`src/rtl/countdown_ctrl.sv`:
```
// Countdown-timer sequencer: turns start/stop/set pulses into load/clear/enable
// controls for a cascaded BCD down-counter chain, with a tick prescaler and expiry alarm.
module countdown_ctrl #(
  parameter int TICK_DIV     = 100,
  parameter int ALARM_CYCLES = 8
) (
  input  logic       clock_i,
  input  logic       clr_i,
  input  logic       start_i,
  input  logic       stop_i,
  input  logic       set_i,
  input  logic       all_zero_i,
  output logic       loadn_o,
  output logic       cnt_clrn_o,
  output logic       en_o,
  output logic       done_o,
  output logic       alarm_o,
  output logic [2:0] state_o
);

  localparam int PW = $clog2(TICK_DIV);
  localparam int AW = $clog2(ALARM_CYCLES + 1);
  localparam logic [PW-1:0] PRESC_LAST = PW'(TICK_DIV - 1);
  localparam logic [AW-1:0] ALARM_INIT = AW'(ALARM_CYCLES);
  localparam logic [AW-1:0] ALARM_ONE  = AW'(1);

  typedef enum logic [2:0] {
    ST_IDLE  = 3'd0,
    ST_LOAD  = 3'd1,
    ST_RUN   = 3'd2,
    ST_PAUSE = 3'd3,
    ST_DONE  = 3'd4
  } state_t;

  state_t        state_q, state_d;
  logic [PW-1:0] presc_q, presc_d, presc_wrap;
  logic [AW-1:0] alarm_cnt_q, alarm_cnt_d;
  logic          loadn_q, loadn_d;
  logic          cnt_clrn_q, cnt_clrn_d;
  logic          en_q, en_d;
  logic          done_q, done_d;
  logic          alarm_q, alarm_d;

  assign presc_wrap = (presc_q == PRESC_LAST) ? '0 : presc_q + 1'b1;

  always_comb begin
    state_d     = state_q;
    presc_d     = presc_q;
    alarm_cnt_d = alarm_cnt_q;
    cnt_clrn_d  = 1'b1;

    case (state_q)
      ST_IDLE: begin
        if (!stop_i) begin
          if (set_i) begin
            state_d = ST_LOAD;
          end else if (start_i && !all_zero_i) begin
            state_d = ST_RUN;
            presc_d = '0;
          end
        end
      end

      ST_LOAD: state_d = ST_IDLE;

      ST_RUN: begin
        // The prescaler advances on every RUN edge, including the pausing one,
        // so a resume continues exactly where the tick period left off.
        presc_d = presc_wrap;
        if (all_zero_i) begin
          state_d     = ST_DONE;
          alarm_cnt_d = ALARM_INIT;
        end else if (stop_i) begin
          state_d = ST_PAUSE;
        end
      end

      ST_PAUSE: begin
        if (stop_i) begin
          state_d    = ST_IDLE;
          cnt_clrn_d = 1'b0;
        end else if (set_i) begin
          state_d = ST_LOAD;
        end else if (start_i) begin
          state_d = ST_RUN;
        end
      end

      ST_DONE: begin
        if (stop_i || (alarm_cnt_q <= ALARM_ONE)) begin
          state_d     = ST_IDLE;
          alarm_cnt_d = '0;
        end else begin
          alarm_cnt_d = alarm_cnt_q - 1'b1;
        end
      end

      default: state_d = ST_IDLE;
    endcase

    // Outputs are decoded from the next state so they register alongside it;
    // leaving RUN for DONE therefore suppresses the tick that would wrap the chain.
    loadn_d = (state_d != ST_LOAD);
    en_d    = (state_d == ST_RUN) && (presc_d == PRESC_LAST);
    done_d  = (state_d == ST_DONE);
    alarm_d = (state_d == ST_DONE) && (alarm_cnt_d != '0);
  end

  always_ff @(posedge clock_i or posedge clr_i) begin
    if (clr_i) begin
      state_q     <= ST_IDLE;
      presc_q     <= '0;
      alarm_cnt_q <= '0;
      loadn_q     <= 1'b1;
      cnt_clrn_q  <= 1'b1;
      en_q        <= 1'b0;
      done_q      <= 1'b0;
      alarm_q     <= 1'b0;
    end else begin
      state_q     <= state_d;
      presc_q     <= presc_d;
      alarm_cnt_q <= alarm_cnt_d;
      loadn_q     <= loadn_d;
      cnt_clrn_q  <= cnt_clrn_d;
      en_q        <= en_d;
      done_q      <= done_d;
      alarm_q     <= alarm_d;
    end
  end

  assign loadn_o    = loadn_q;
  assign cnt_clrn_o = cnt_clrn_q;
  assign en_o       = en_q;
  assign done_o     = done_q;
  assign alarm_o    = alarm_q;
  assign state_o    = state_q;

endmodule
```
`config.mk`:
```
export PLATFORM = sky130hd
export DESIGN_NAME = countdown_ctrl
export DESIGN_NICKNAME = d
export VERILOG_FILES = /design/src/rtl/countdown_ctrl.sv
export SDC_FILE = /design/constraint.sdc
export NUM_CORES = 1
export LEC_CHECK = 0
export CORE_MARGIN = 2
export CORE_UTILIZATION = 44
export CTS_BUF_LIST = sky130_fd_sc_hd__clkbuf_4 sky130_fd_sc_hd__clkbuf_8
export DETAILED_ROUTE_END_ITERATION = 16
export DONT_BUFFER_PORTS = 1
export GPL_ROUTABILITY_DRIVEN = 0
export RECOVER_POWER = 50
export REMOVE_ABC_BUFFERS = 1
export SLEW_MARGIN = 20
export SYNTH_ARGS = -nofsm -noshare
export SYNTH_HDL_FRONTEND = slang
export SYNTH_SLANG_ARGS = --single-unit
```
`constraint.sdc`:
```
create_clock -name clock_i -period 3.3 [get_ports clock_i]
set_clock_uncertainty 0.2 [all_clocks]
set_input_delay 0.33 -clock clock_i [delete_from_list [all_inputs] [get_ports clock_i]]
set_output_delay 0.33 -clock clock_i [all_outputs]
set_load 0.05 [all_outputs]
```
Word-level counts from Yosys, hierarchy flattened
Cells that the tools add are included.

storage, ports and cells
  input bits = 6
  output and inout bits = 8
  logic and storage cells = 46
  register bits = 19

operators by class
  add/sub/neg operators = 2
  equal/unequal tests = 8
  order comparisons = 1
  mux-type cells = 20
  reductions and logical operators = 7

operator list
  operator               number
  $mux W7                4
  $mux W3                9
  $eq A7 B7 Y1 const B   2
  $pmux W7 S2            1
  $pmux W3 S4            1
  $eq A3 B2 Y1 const B   3
  $mux W4                2
  $pmux W4 S2            1
  $add A7 B1 Y7 const B  1
  $eq A3 B3 Y1 const B   2
  $le A4 B1 Y1 const B   1
  $reduce_bool A4 Y1     1
  $sub A4 B1 Y4 const B  1
  $logic_and A1 B1 Y1    3
  $logic_not A3 Y1       1
  $ne A3 B1 Y1 const B   1
  $mux W1                2
  $logic_not A1 Y1       1
  $logic_or A1 B1 Y1     1

Longest topological paths before layout
  depth in word-level cells = 8
  mapped depth = 7
  gate-level depth less buffers = 7

Worst setup path after synthesis
Ideal clock, no wire load.

  path type = reg2reg
  start point = reg state_q[1], in the netlist state_o[1]
  end point = reg alarm_q, in the netlist alarm_o
  data required time = 2976 ps
  arrival = 1704 ps
  slack = 1272 ps
  path buffers = 0
  clock period less this slack = 2028 ps
  setup time = 124 ps
  cell stages (with the launch flop) = 6
  cells stage by stage = dfrtp_1 -> nand3b_1 -> a21o_1 -> o21ba_1 -> o21ai_1 -> o31a_1

on the way
  elaborated cells between the ends (all ways) = 18
  classes of those cells = eq/ne: 4; mux: 11; reduce/logical: 3

RTL lines
  item                                          RTL line  RTL
  start: declaration                            35        state_t state_q, state_d;
  start signal: assignment                      120       state_q <= state_d;
  $eq A3 B3 Y1 or $eq A3 B2 Y1 (tied branches)  52        case (state_q)
  $pmux W4 S2 *                                 52
  named net alarm_cnt_d[2]                      37        logic [AW-1:0] alarm_cnt_q, alarm_cnt_d;
  $reduce_bool A4 Y1 *                          106       alarm_d = (state_d == ST_DONE) && (alarm_cnt_d != '0);
  $logic_and A1 B1 Y1 *                         106
  named net alarm_d                             42        logic alarm_q, alarm_d;
  end signal: assignment                        127       alarm_q <= alarm_d;
  end: declaration                              42

Mark *: on every way through the listed nets, which the timed path passes. The rest lies on a longest branch.

Worst setup path after layout
  start point = reg state_q[2], in the netlist state_o[2]
  end point = reg alarm_q, in the netlist alarm_o

The elaborated chain is that of the path after synthesis.

==> metrics <==
Final Setup Violations=0; all-layer global routing usage=0.176; WL met2=949 um; flops & latches, synth=19; Data arrival, critical path=2350 ps; Final HPWL DP=1590 um; startpoint types=register; Reg-to-Reg Start=state_o[2]; Fmax achieved=431 MHz; synthesized area per cell=10.1 um2; max-cap violation count=0; Final #Nets=126; Post-synth ARST share=1.00; DIE AREA=between 2000 and 3000 um2; Mapped Area=~1100 um2; via count=842; Max IR drop VDD=between 0.0003 and 0.0004 V; largest net degree at the start of global routing=20; Die Width=around 54 um; CTS tree=yes; area grow syn2layout=7.25%; Worst slew margin=0.406; CTS Sinks=19; global-route wire length before repair=3780 um; final hold vios=0; launch point of the worst hold path=set_i; share of the synthesized area in the top cell type=0.379; Req. time, crit path=3330 ps; Clock Path Buffers=2; CP endpoint kind=register; Setup crit start=state_o[2]; Via density=5.77; DR iter-0 viols=21; Core Area=2450 um2; RSZ-0062 raised after global routing=no; CP Class=register to register; fin. max-slew vios=0; Worst-Margin Slew=roughly 890 ps; sequential share of the synthesized area=0.426; # rows=18; vias in the first global route=852; most numerous cell in the Yosys netlist=dfrtp_1; outcome=completed; LEAKAGE=0.512 nW; I/O Pins=14; pwr dens=653 nW/um2; Netlist cell types=46; met1 wire length=1120 um; Register-to-Register Path Depth=5; initial antenna violation count=0; Crit Path Max Fanout=16; Die Y=54.5 um; final core occ=0.490; Root Buffer=clkbuf_4; predominant post-synthesis flop cell=dfrtp_1; # fillers=240; total congestion overflow=0; PortBufs=0; worst reg2reg endpoint=alarm_o; average wire per standard cell=14.8 um; post-route ant nets=0; Top Layer Used=met3; Residual DRC=0; htree depth=1; crit path time final=2320 ps; final WL=between 2000 and 2500 um; top post-synthesis cells by area=dfrtp_1, dfstp_2, ha_1; number of detailed-route iterations in the first pass=4; Synthesis Warnings=0; cell taking the most area after synthesis=dfrtp_1; metal3 WL=between 80 and 90 um; Critical Path End=alarm_o; antenna cells=0; number of CTS-inserted buffers=3; Initial Util=0.457; Mapped Cells=roughly 110; fin crit share=0.703; Post-synth top cells=dfrtp_1, inv_1, nand2_1, o21ai_0; setup TNS=0 ps; worst hold-check path type=input port to register; Worst R2R Setup Slack=980 ps; Post-synth EDFFs=0; share of cells above drive strength 1=0.129; Skew-Pair Late Insertion Delay=~290 ps; Worst-path clk slew=100 ps
[repair_timing]
item,in CTS,in global routing
buffers inserted,0,0
gates resized for setup,0,0
endpoints found under the hold margin,20,0
hold buffers,3,0
[routing by layer]
layer / GRT usage / vias up
met5: 0 / -
met4: 0.0250 / 0
met3: 0.0492 / 0
met2: 0.281 / 21
met1: 0.244 / 394
li1: - / 427
[metrics by stage]
| step | power, W | worst slack, ps | cell area, um2 | hold WS [ps] | cells |
|---|---|---|---|---|---|
| 2_1_floorplan | 0.000602 | 1120 | 1090 | 79.6 | 107 |
| 3_3_place_gp | 0.000659 | 1030 | 1140 | 170 | 139 |
| 3_5_place_dp | 0.000664 | 981 | 1140 | 176 | 139 |
| 4_1_cts | 0.000793 | 966 | 1200 | 7.56 | 146 |
| 5_1_grt | 0.000859 | 865 | 1200 | 37.3 | 146 |
| 6_report | 0.000785 | 981 | 1200 | 30.5 | 146 |
[state kept, by name (all words and copies together), names as in the netlist]
| register | cells |
|---|---|
| presc_q | 7 |
| alarm_cnt_q | 4 |
| state_o | 3 |
| alarm_o | 1 |
| cnt_clrn_o | 1 |
| done_o | 1 |
| en_o | 1 |
| loadn_o | 1 |
[cell type report]
| type | instances | area, um2 | area share |
|---|---|---|---|
| sequential | 19 | 478 | 0.398 |
| timing repair buffer | 5 | 45.0 | 0.0375 |
| clock buffer | 4 | 30.0 | 0.0250 |
| multi-input combinational | 80 | 582 | 0.484 |
| inverter | 8 | 30.0 | 0.0250 |
| tap | 30 | 37.5 | 0.0312 |
[power by group]
group / leakage (nW) / internal [W] / switching (W)
Combinational: 0.251 / 0.000132 / 0.000137
Clock: 0.0184 / 0.0000552 / 0.0000641
Sequential: 0.243 / 0.000295 / 0.000102
Total: 0.512 / 0.000482 / 0.000303
[critical path: stages (launching register included)]
cell,delay [ps]
dfrtp_1,940
nor4b_2,390
o31ai_1,220
o21ba_1,220
o21ai_1,150
o31a_1,150
[logic make-up after synthesis]
family | count (synthesis) | share of synthesized area
compound gates | 32 | 0.210
xor+xnor | 2 | 0.0156
fa+ha+maj | 3 | 0.0335
buf+inv | 12 | 0.0547
flops | 19 | 0.426
mux | 3 | 0.0268
simple gates | 40 | 0.233
[worst min path at each step]
stage / to / depth (start not counted) / slack, ps
final: loadn_o / 2 / 30
after global routing: loadn_o / 2 / 40
after CTS: loadn_o / 2 / 8
after detailed placement: en_o / 1 / 180
after global placement: en_o / 1 / 170
after floorplan: alarm_cnt_q[0] / 1 / 80
[layout by cell type (no fill, tap or decap), types with 2 or more instances in the layout]
master,count
clkbuf_4,4
dlygate4sd3_1,3
a32o_1,2
nor4b_2,2
buf_4,2
inv_1,8
dfstp_2,2
nor3_1,5
nor4b_1,3
a21oi_1,5
o2bb2ai_1,3
nand2b_1,2
mux2i_1,3
nand2_1,7
nor2_1,5
nand3_1,4
dfrtp_1,17
o21ai_1,2
ha_1,3
nor3b_1,2
o21ai_0,7
(Power assumes the default switching activity.)
